==> src/rtl/windowed_feature_engine.sv <==
// windowed_feature_engine
//   Sliding-window feature extractor for the fall-detection datapath.
//   Each accepted accelerometer sample is reduced to an L1 magnitude
//   |x|+|y|+|z|. Running sum and sum-of-squares are kept over a window
//   of WIN = 2**LOG_WIN samples. Once the window is full, every HOP samples
//   the block emits the window mean, the variance, the peak magnitude since
//   the previous emission, and an impact flag.
//
//   Pipeline: S1 magnitude -> S2 window/sum update + trigger -> S3 emission.
//   A triggering sample presented in cycle n gives feature_valid in cycle n+3.
//
// Ports
//   clk           rising-edge clock
//   reset_n       asynchronous active-low reset
//   clear         synchronous flush of window and pipeline (wins over sample_valid)
//   sample_valid  accel_x/y/z valid this cycle, no backpressure
//   accel_x/y/z   signed DATA_W-bit samples
//   impact_th     unsigned peak threshold, sampled at emission
//   feature_valid one-cycle pulse when feature_* are updated
//   feature_mean  window mean of magnitude
//   feature_var   window variance of magnitude
//   feature_peak  max magnitude since previous emission
//   impact_flag   feature_peak > impact_th
//   window_full   WIN samples held since reset/clear
module windowed_feature_engine #(
   parameter int DATA_W  = 16,
   parameter int LOG_WIN = 5,
   parameter int HOP     = 8
) (
   input  logic                  clk,
   input  logic                  reset_n,
   input  logic                  clear,
   input  logic                  sample_valid,
   input  logic [DATA_W-1:0]     accel_x,
   input  logic [DATA_W-1:0]     accel_y,
   input  logic [DATA_W-1:0]     accel_z,
   input  logic [DATA_W+1:0]     impact_th,
   output logic                  feature_valid,
   output logic [DATA_W+1:0]     feature_mean,
   output logic [2*DATA_W+3:0]   feature_var,
   output logic [DATA_W+1:0]     feature_peak,
   output logic                  impact_flag,
   output logic                  window_full
);

   localparam int M   = DATA_W + 2;        // magnitude width
   localparam int WIN = 1 << LOG_WIN;
   localparam int SW  = M + LOG_WIN;       // sum width
   localparam int QW  = 2 * M + LOG_WIN;   // sum-of-squares width
   localparam int CW  = LOG_WIN + 1;       // count / hop counter width

   localparam logic [CW-1:0] WIN_C    = CW'(WIN);
   localparam logic [CW-1:0] WIN_M1   = CW'(WIN - 1);
   localparam logic [CW-1:0] HOP_LAST = CW'(HOP - 1);

   // Unsigned absolute value; the most negative input maps to 2**(DATA_W-1)
   // which still fits in DATA_W unsigned bits.
   function automatic logic [M-1:0] abs_ext(input logic [DATA_W-1:0] v);
      logic [DATA_W-1:0] a;
      a = v[DATA_W-1] ? (~v + 1'b1) : v;
      return {2'b00, a};
   endfunction

   // ---------------- S1: magnitude ----------------
   logic [M-1:0] mag_r;
   logic         mag_v;

   always_ff @(posedge clk or negedge reset_n) begin
      if (!reset_n) begin
         mag_r <= '0;
         mag_v <= 1'b0;
      end else if (clear) begin
         mag_r <= '0;
         mag_v <= 1'b0;
      end else begin
         mag_v <= sample_valid;
         if (sample_valid)
            mag_r <= abs_ext(accel_x) + abs_ext(accel_y) + abs_ext(accel_z);
      end
   end

   // ---------------- S2: window update ----------------
   logic [M-1:0]       ring [WIN];
   logic [LOG_WIN-1:0] wr_ptr;
   logic [CW-1:0]      count;
   logic [CW-1:0]      hop_cnt;
   logic [SW-1:0]      sum;
   logic [QW-1:0]      sumsq;
   logic [M-1:0]       peak;
   logic [M-1:0]       peak_emit;
   logic               trig_r;

   logic          full_now;
   logic [M-1:0]  old;
   logic [M-1:0]  peak_max;
   logic [CW-1:0] count_n;
   logic          trig;

   always_comb begin
      full_now = (count == WIN_C);
      // Until the window is full the slot being overwritten holds no live sample.
      old      = full_now ? ring[wr_ptr] : '0;
      peak_max = (mag_r > peak) ? mag_r : peak;
      count_n  = full_now ? count : count + 1'b1;
      trig     = mag_v && ((count == WIN_M1) || (full_now && (hop_cnt == HOP_LAST)));
   end

   always_ff @(posedge clk) begin
      if (mag_v && !clear)
         ring[wr_ptr] <= mag_r;
   end

   always_ff @(posedge clk or negedge reset_n) begin
      if (!reset_n) begin
         wr_ptr      <= '0;
         count       <= '0;
         hop_cnt     <= '0;
         sum         <= '0;
         sumsq       <= '0;
         peak        <= '0;
         peak_emit   <= '0;
         trig_r      <= 1'b0;
         window_full <= 1'b0;
      end else if (clear) begin
         wr_ptr      <= '0;
         count       <= '0;
         hop_cnt     <= '0;
         sum         <= '0;
         sumsq       <= '0;
         peak        <= '0;
         peak_emit   <= '0;
         trig_r      <= 1'b0;
         window_full <= 1'b0;
      end else begin
         trig_r <= trig;
         if (mag_v) begin
            wr_ptr      <= wr_ptr + 1'b1;
            count       <= count_n;
            window_full <= (count_n == WIN_C);
            sum         <= sum + SW'(mag_r) - SW'(old);
            sumsq       <= sumsq + (QW'(mag_r) * QW'(mag_r)) - (QW'(old) * QW'(old));
            if (trig)
               hop_cnt <= '0;
            else if (full_now)
               hop_cnt <= hop_cnt + 1'b1;
            // The emitted peak includes the triggering sample; the running
            // peak restarts so the next sample in flight starts a fresh hop.
            if (trig) begin
               peak_emit <= peak_max;
               peak      <= '0;
            end else begin
               peak      <= peak_max;
            end
         end
      end
   end

   // ---------------- S3: emission ----------------
   logic [M-1:0]   mean_c;
   logic [2*M-1:0] ex2_c;
   logic [2*M-1:0] msq_c;
   logic [2*M-1:0] var_c;

   always_comb begin
      mean_c = M'(sum >> LOG_WIN);
      ex2_c  = (2*M)'(sumsq >> LOG_WIN);
      msq_c  = (2*M)'(mean_c) * (2*M)'(mean_c);
      var_c  = (ex2_c >= msq_c) ? (ex2_c - msq_c) : '0;
   end

   always_ff @(posedge clk or negedge reset_n) begin
      if (!reset_n) begin
         feature_valid <= 1'b0;
         feature_mean  <= '0;
         feature_var   <= '0;
         feature_peak  <= '0;
         impact_flag   <= 1'b0;
      end else if (clear) begin
         feature_valid <= 1'b0;
         feature_mean  <= '0;
         feature_var   <= '0;
         feature_peak  <= '0;
         impact_flag   <= 1'b0;
      end else begin
         feature_valid <= trig_r;
         if (trig_r) begin
            feature_mean <= mean_c;
            feature_var  <= var_c;
            feature_peak <= peak_emit;
            impact_flag  <= (peak_emit > impact_th);
         end
      end
   end

endmodule
==> config.mk <==
export PLATFORM = sky130hd
export DESIGN_NAME = windowed_feature_engine
export DESIGN_NICKNAME = d
export VERILOG_FILES = /design/src/rtl/windowed_feature_engine.sv
export SDC_FILE = /design/constraint.sdc
export NUM_CORES = 2
export LEC_CHECK = 0
export BUFFER_PORTS_ARGS = -buffer_cell sky130_fd_sc_hd__clkbuf_2
export CAP_MARGIN = 20
export CORE_ASPECT_RATIO = 0.75
export CORE_MARGIN = 1
export CORE_UTILIZATION = 39
export CTS_CLUSTER_DIAMETER = 150
export DETAILED_ROUTE_END_ITERATION = 7
export GPL_TIMING_DRIVEN = 0
export SLEW_MARGIN = 25
export SYNTH_ARGS = -nofsm -noshare
export SYNTH_HDL_FRONTEND = slang
export SYNTH_SLANG_ARGS = --single-unit
==> constraint.sdc <==
create_clock -name clk -period 10.52 [get_ports clk]
set_clock_uncertainty 0.15 [all_clocks]
set_input_delay 0.526 -clock clk [delete_from_list [all_inputs] [get_ports clk]]
set_output_delay 0.526 -clock clk [all_outputs]
set_load 0.02 [all_outputs]
# ---- Word level (Yosys, flattened, before mapping)
# Memories as Yosys holds them, arrays and structs flattened.
# Index checks and enable logic that the tools add are counted.
dict set report word_totals {
  rom_bits 0
  memories 1
  ram_bits 576
  input_bits 70
  latch_bits 0
  out_inout_bits 75
  ff_bits 212
  wordCells 97
}
# name depth word_bits read_ports rd_ports_with_merged_regs wr line
set mem_list {}
lappend mem_list {ring 32 18 1 0 1 83} ;# logic [M-1:0] ring [WIN];
dict set report op_classes {
  order_cmp 3
  add_sub_neg 13
  shifts 0
  n_mul 3
  n_div 0
  mux 42
  bitwise 3
  eq_ne 4
  n_reduce_logical 12
}
# op n
set ops {}
lappend ops {{$mux 18} 14}
lappend ops {{$mul 18x18->36} 3}
lappend ops {{$mux 36} 3}
lappend ops {{$mux 41} 2}
lappend ops {{$add 16x1->16 const B} 3}
lappend ops {{$mux 16} 3}
lappend ops {{$not 16->16} 3}
lappend ops {{$mux 23} 2}
lappend ops {{$mux 6} 7}
lappend ops {{$add 41x36->41} 1}
lappend ops {{$sub 41x36->41} 1}
lappend ops {{$ge 36x36->1} 1}
lappend ops {{$gt 18x18->1} 2}
lappend ops {{$sub 36x36->36} 1}
lappend ops {{$add 23x18->23} 1}
lappend ops {{$sub 23x18->23} 1}
lappend ops {{$add 17x16->18} 1}
lappend ops {{$add 16x16->17} 1}
lappend ops {{$add 6x1->6 const B} 2}
lappend ops {{$eq 6x6->1 const B} 2}
lappend ops {{$mux 5} 2}
lappend ops {{$mux 1} 9}
lappend ops {{$reduce_bool 2->1} 4}
lappend ops {{$eq 6x3->1 const B} 1}
lappend ops {{other kinds (7)} 10}

# ---- Longest topological paths before layout
dict set report logic_depth {
  depth_word 7
  ltp_mapped 39
  ltp_nobuf 34
}

# ---- Least setup slack after synthesis
# OpenSTA, ideal clock, no wires.
dict set report synth_timing {
  path_type {reg-to-reg}
  start {register wr_ptr[0]}
  end {register sumsq[40]}
  path_stages_with_launch 33
  path_buffers 4
  arrival_time_ns 8.615
  setup_slack_ns 1.628
  path_cell_list {dfrtp_1 -> buf_6 -> buf_4 -> buf_2 -> mux4_2 -> a22oi_1 -> o221ai_1 -> nor3_1 -> buf_2 -> nor2_1 -> fa_1 -> inv_1 -> fa_1 -> fa_1 -> fa_1 -> inv_1 -> fa_1 -> inv_1 -> fa_1 -> fa_1 -> inv_1 -> fa_1 -> inv_1 -> ha_1 -> a21o_1 -> a21o_1 -> a21oi_1 -> nand2_1 -> o2111ai_1 -> nand2_1 -> a31oi_1 -> mux2i_1 -> mux2_1}
}
dict set report synth_between {
  elab_chain_len 6
}
# element line
set synth_lines {}
lappend synth_lines {{start, declared} 84} ;# logic [LOG_WIN-1:0] wr_ptr;
lappend synth_lines {{start signal, assigned} 137} ;# wr_ptr <= wr_ptr + 1'b1;
lappend synth_lines {{$mem_v2 32x18} -}
lappend synth_lines {{$mux 18} 102} ;# old = full_now ? ring[wr_ptr] : '0;
lappend synth_lines {{$mul 18x18->36} 141} ;# sumsq <= sumsq + (QW'(mag_r) * QW'(mag_r)) - (QW'(old) * QW'(old));
lappend synth_lines {{$sub 41x36->41} 141}
lappend synth_lines {{$mux 41} 136} ;# if (mag_v) begin
lappend synth_lines {{$mux 41} 124} ;# end else if (clear) begin
lappend synth_lines {{end signal, assigned} 141}
lappend synth_lines {{end, declared} 88} ;# logic [QW-1:0] sumsq;
# Every way passes these cells. The select of a mux whose other input is x is not followed.
# A chain may end at the register's enable or synchronous reset.

# ---- Worst setup path after layout
dict set report layout_timing {
  start {register wr_ptr[3]}
  end {register sumsq[40]}
}
# The elaborated chain is that of the path after synthesis.

==> flow_metrics.tcl <==
set metrics [dict create \
    routedWlPerCell_um 22.8 \
    first_pass_iters 6 \
    cp-end-kind "register" \
    synth_ff_type "edfxtp_1" \
    path_class "register to register" \
    fin_tns_setup_ns 0 \
    cts_made_buffers 88 \
    synth-seq-area-share_pct 34.5 \
    avgViaCountPerCell 5.22 \
    clkTransAtPathRegs_ns 0.06 \
    gp_congestion 0.942 \
    grtUsageTotal_pct 23.1 \
    yosys.area.top_type "edfxtp_1" \
    die_w_um 475 \
    netlist_top_cells_area "edfxtp_1 (26%), fa_1 (24%), ha_1 (8.5%), dfrtp_1 (8.1%), inv_1 (8.0%)" \
    drt_iter0_markers 4065 \
    fin_crit_sh_pct 97.2 \
    crit_top_cell "fa_1" \
    hold_viol_final 0 \
    cts_sinks 788 \
    io_pins 145 \
    cts_max_level 3 \
    grt_pass1_wl_um 290000 \
    relSlewSlack_pct 25.9 \
    synth_edf_count 576 \
    cap_viol_max_count 0 \
    synth_area_um2 65600 \
    area_growth_pct 13.0 \
    finish.utilization_pct 44.6 \
    setup_viol_count_final 0 \
    hp-class "input port to register" \
    first_global_vias 45600 \
    ys_warn_count 0 \
    antenna_found_initial 12 \
    port_buffers 144 \
    clock_latency_ns 0.70 \
    start_kind "register" \
    cts_tree "done" \
    async_flop_share_pct 26.9 \
    grt-ovfl-total 0 \
    netlist.area_leader.share_pct 26.4 \
    fmax_mhz 97.8 \
    critPathArrivalTime_ns 10.58 \
    grt_max_degree 81 \
    report.final.slew_viol_count 0 \
    coreArea_um2 166000 \
    layout-drive-gt1-share_pct 11.3 \
    postSynthCellCount 5831 \
    vias 44100 \
    dieArea_um2 170000 \
    start_util_pct 39.5 \
    totalWireLength_um 193000 \
    synth.net_count 7138 \
    layout.nets 7438 \
    ys_seq_elements 788 \
    die_h_um 357 \
    drc 0 \
    rsz0062_at_grt "false" \
    antenna_left 0 \
    worstPathMaxFanout 10 \
    rows 129 \
    status "complete, no violations" \
    cp_slowest_stage_delay_ns 0.56 \
    cp_slowest_cell "clkbuf_1" \
    hpwl_um 151000 \
    period_needed_ns 10.22 \
    cts_buffer_depth 3 \
    ctsRootBufferMaster "clkbuf_16" \
    critical_path_required_ns 10.88 \
    syn_avg_cell_area_um2 11.2 \
    worst_pin_slew_ns 1.11 \
    placed_cell_area_um2 70600 \
    ys_types 87 \
    final_area_um2 74000 \
]
## registers in the layout, indices dropped and copies added, names as in the netlist
| name | cells |
|---|---|
| ring | 576 |
| hop_cnt | 6 |
| feature_mean | 18 |
| peak | 18 |
| mag_r | 18 |
| mag_v | 1 |
| feature_var | 36 |
| impact_flag | 1 |
| feature_peak | 18 |
| sum | 23 |
| wr_ptr | 5 |
| peak_emit | 18 |
| count | 6 |
| feature_valid | 1 |
| trig_r | 1 |
| window_full | 1 |
| sumsq | 41 |
## per-stage QoR
stage,hold slack (ns),std cells,setup WS (ns)
after floorplan,0.0804,5831,1.63
after CTS,0.00498,8427,0.0156
after global placement,0.324,8202,-2.08
after detailed placement,0.328,8255,-1.34
after global routing,0.0326,8431,0.00132
final,0.0423,8442,0.299
## synth_stat cells (18+ instances only)
| cell type | instances |
|---|---|
| mux4_2 | 144 |
| nand4_1 | 26 |
| nor3_1 | 34 |
| a21o_1 | 96 |
| ha_1 | 446 |
| nand2_1 | 362 |
| and3_1 | 25 |
| nand2b_1 | 31 |
| o21ai_0 | 99 |
| nor2_1 | 330 |
| inv_1 | 1397 |
| xor2_1 | 119 |
| o21ai_1 | 37 |
| xnor2_1 | 81 |
| and2_1 | 95 |
| o21bai_1 | 21 |
| o22ai_1 | 81 |
| edfxtp_1 | 576 |
| a31oi_1 | 18 |
| clkbuf_1 | 139 |
| dfrtp_1 | 212 |
| a211oi_1 | 21 |
| or3_1 | 45 |
| buf_2 | 22 |
| inv_2 | 19 |
| mux2i_1 | 94 |
| nand3_1 | 42 |
| fa_1 | 791 |
| nor2b_1 | 35 |
| a21oi_1 | 152 |
## what timing repair did
item | 4_1_cts | 5_1_grt
hold endpoints to repair | 75 | 0
pin swaps | 6 | 3
buffers inserted | 12 | 4
endpoints found under the setup margin | 66 | 53
resized for setup | 48 | 69
hold buffers | 1 | 0
## worst paths after layout
path                                                   from                          end  slack, ns  cells past startpoint
min in group asynchronous                           reset_n  feature_mean[8]$_DFFE_PN0P_       0.28                      2
worst max register to register        wr_ptr[3]$_DFFE_PN0P_        sumsq[40]$_DFFE_PN0P_       0.30                     31
worst min register to register  feature_var[14]$_DFFE_PN0P_  feature_var[14]$_DFFE_PN0P_       0.34                      2
max in group asynchronous                           reset_n  feature_var[29]$_DFFE_PN0P_       8.62                      4
worst min-delay path                           sample_valid              mag_v$_DFF_PN0_       0.04                      2
worst max-delay path                  wr_ptr[3]$_DFFE_PN0P_        sumsq[40]$_DFFE_PN0P_       0.30                     31
## critical path: cells and delay by family, from the launching register on
family / cells / cell delay, ns
adder cells (fa/ha/maj): 9 / 4.41
buffers and inverters: 9 / 1.49
AO/OA/AOI/OAI: 7 / 1.49
AND/OR/NAND/NOR: 4 / 1.49
multiplexers: 2 / 0.58
flip-flops: 1 / 0.37
## routing by layer
metal | routed length (um) | global-route usage, % | vias up
met1 | 87600 | 34.0 | 22500
met3 | 20900 | 7.33 | 253
li1 | - | - | 19500
met2 | 79000 | 32.6 | 1876
met4 | 5090 | 6.39 | 6
met5 | 46 | 0 | -
## layout by cell type, fill, tap and decap left out, drive strengths merged, types with 16 or more instances in the layout
cell type,Yosys,layout
nand2b,31,31
buf,49,122
ha,446,446
edfxtp,576,576
mux4,144,144
nor2,331,331
a31oi,18,18
and3,25,25
inv,1416,1420
o21ai,136,136
o22ai,81,81
a21o,96,96
clkbuf,139,387
or2,25,25
mux2i,94,94
xor2,119,119
o21a,16,16
a211oi,23,23
nor2b,35,35
xnor2,81,81
clkinv,2,39
or3,45,45
fa,791,791
o21bai,21,21
nand4,26,26
nand3,42,42
nand2,362,362
and2,96,96
dfrtp,212,212
nor3,41,41
a21oi,153,153
## final cells by class
class	count	area, um2
Sequential cell	788	22600
Clock buffer	112	2310
Antenna cell	11	27.5
Multi-Input combinational cell	3437	37200
Buffer	181	931
Inverter	1418	5330
Fill cell	15500	91900
Timing Repair Buffer	217	2200
Tap cell	2227	2790
Clock inverter	51	601
## logic make-up after synthesis
| kind of cell | Yosys count | share of synthesized area, % |
|---|---|---|
| AOI/OAI and AO/OA | 667 | 6.59 |
| xor gates and xnor gates | 200 | 2.67 |
| adders and majority gates | 1237 | 32.7 |
| buffers and inverters | 1606 | 9.38 |
| DFF | 788 | 34.5 |
| muxes | 243 | 6.47 |
| and+or+nand+nor | 1090 | 7.75 |
Power is left out: the tool's default activity adds up to more than one toggle a clock period on the data nets, which glitch-free logic cannot reach.
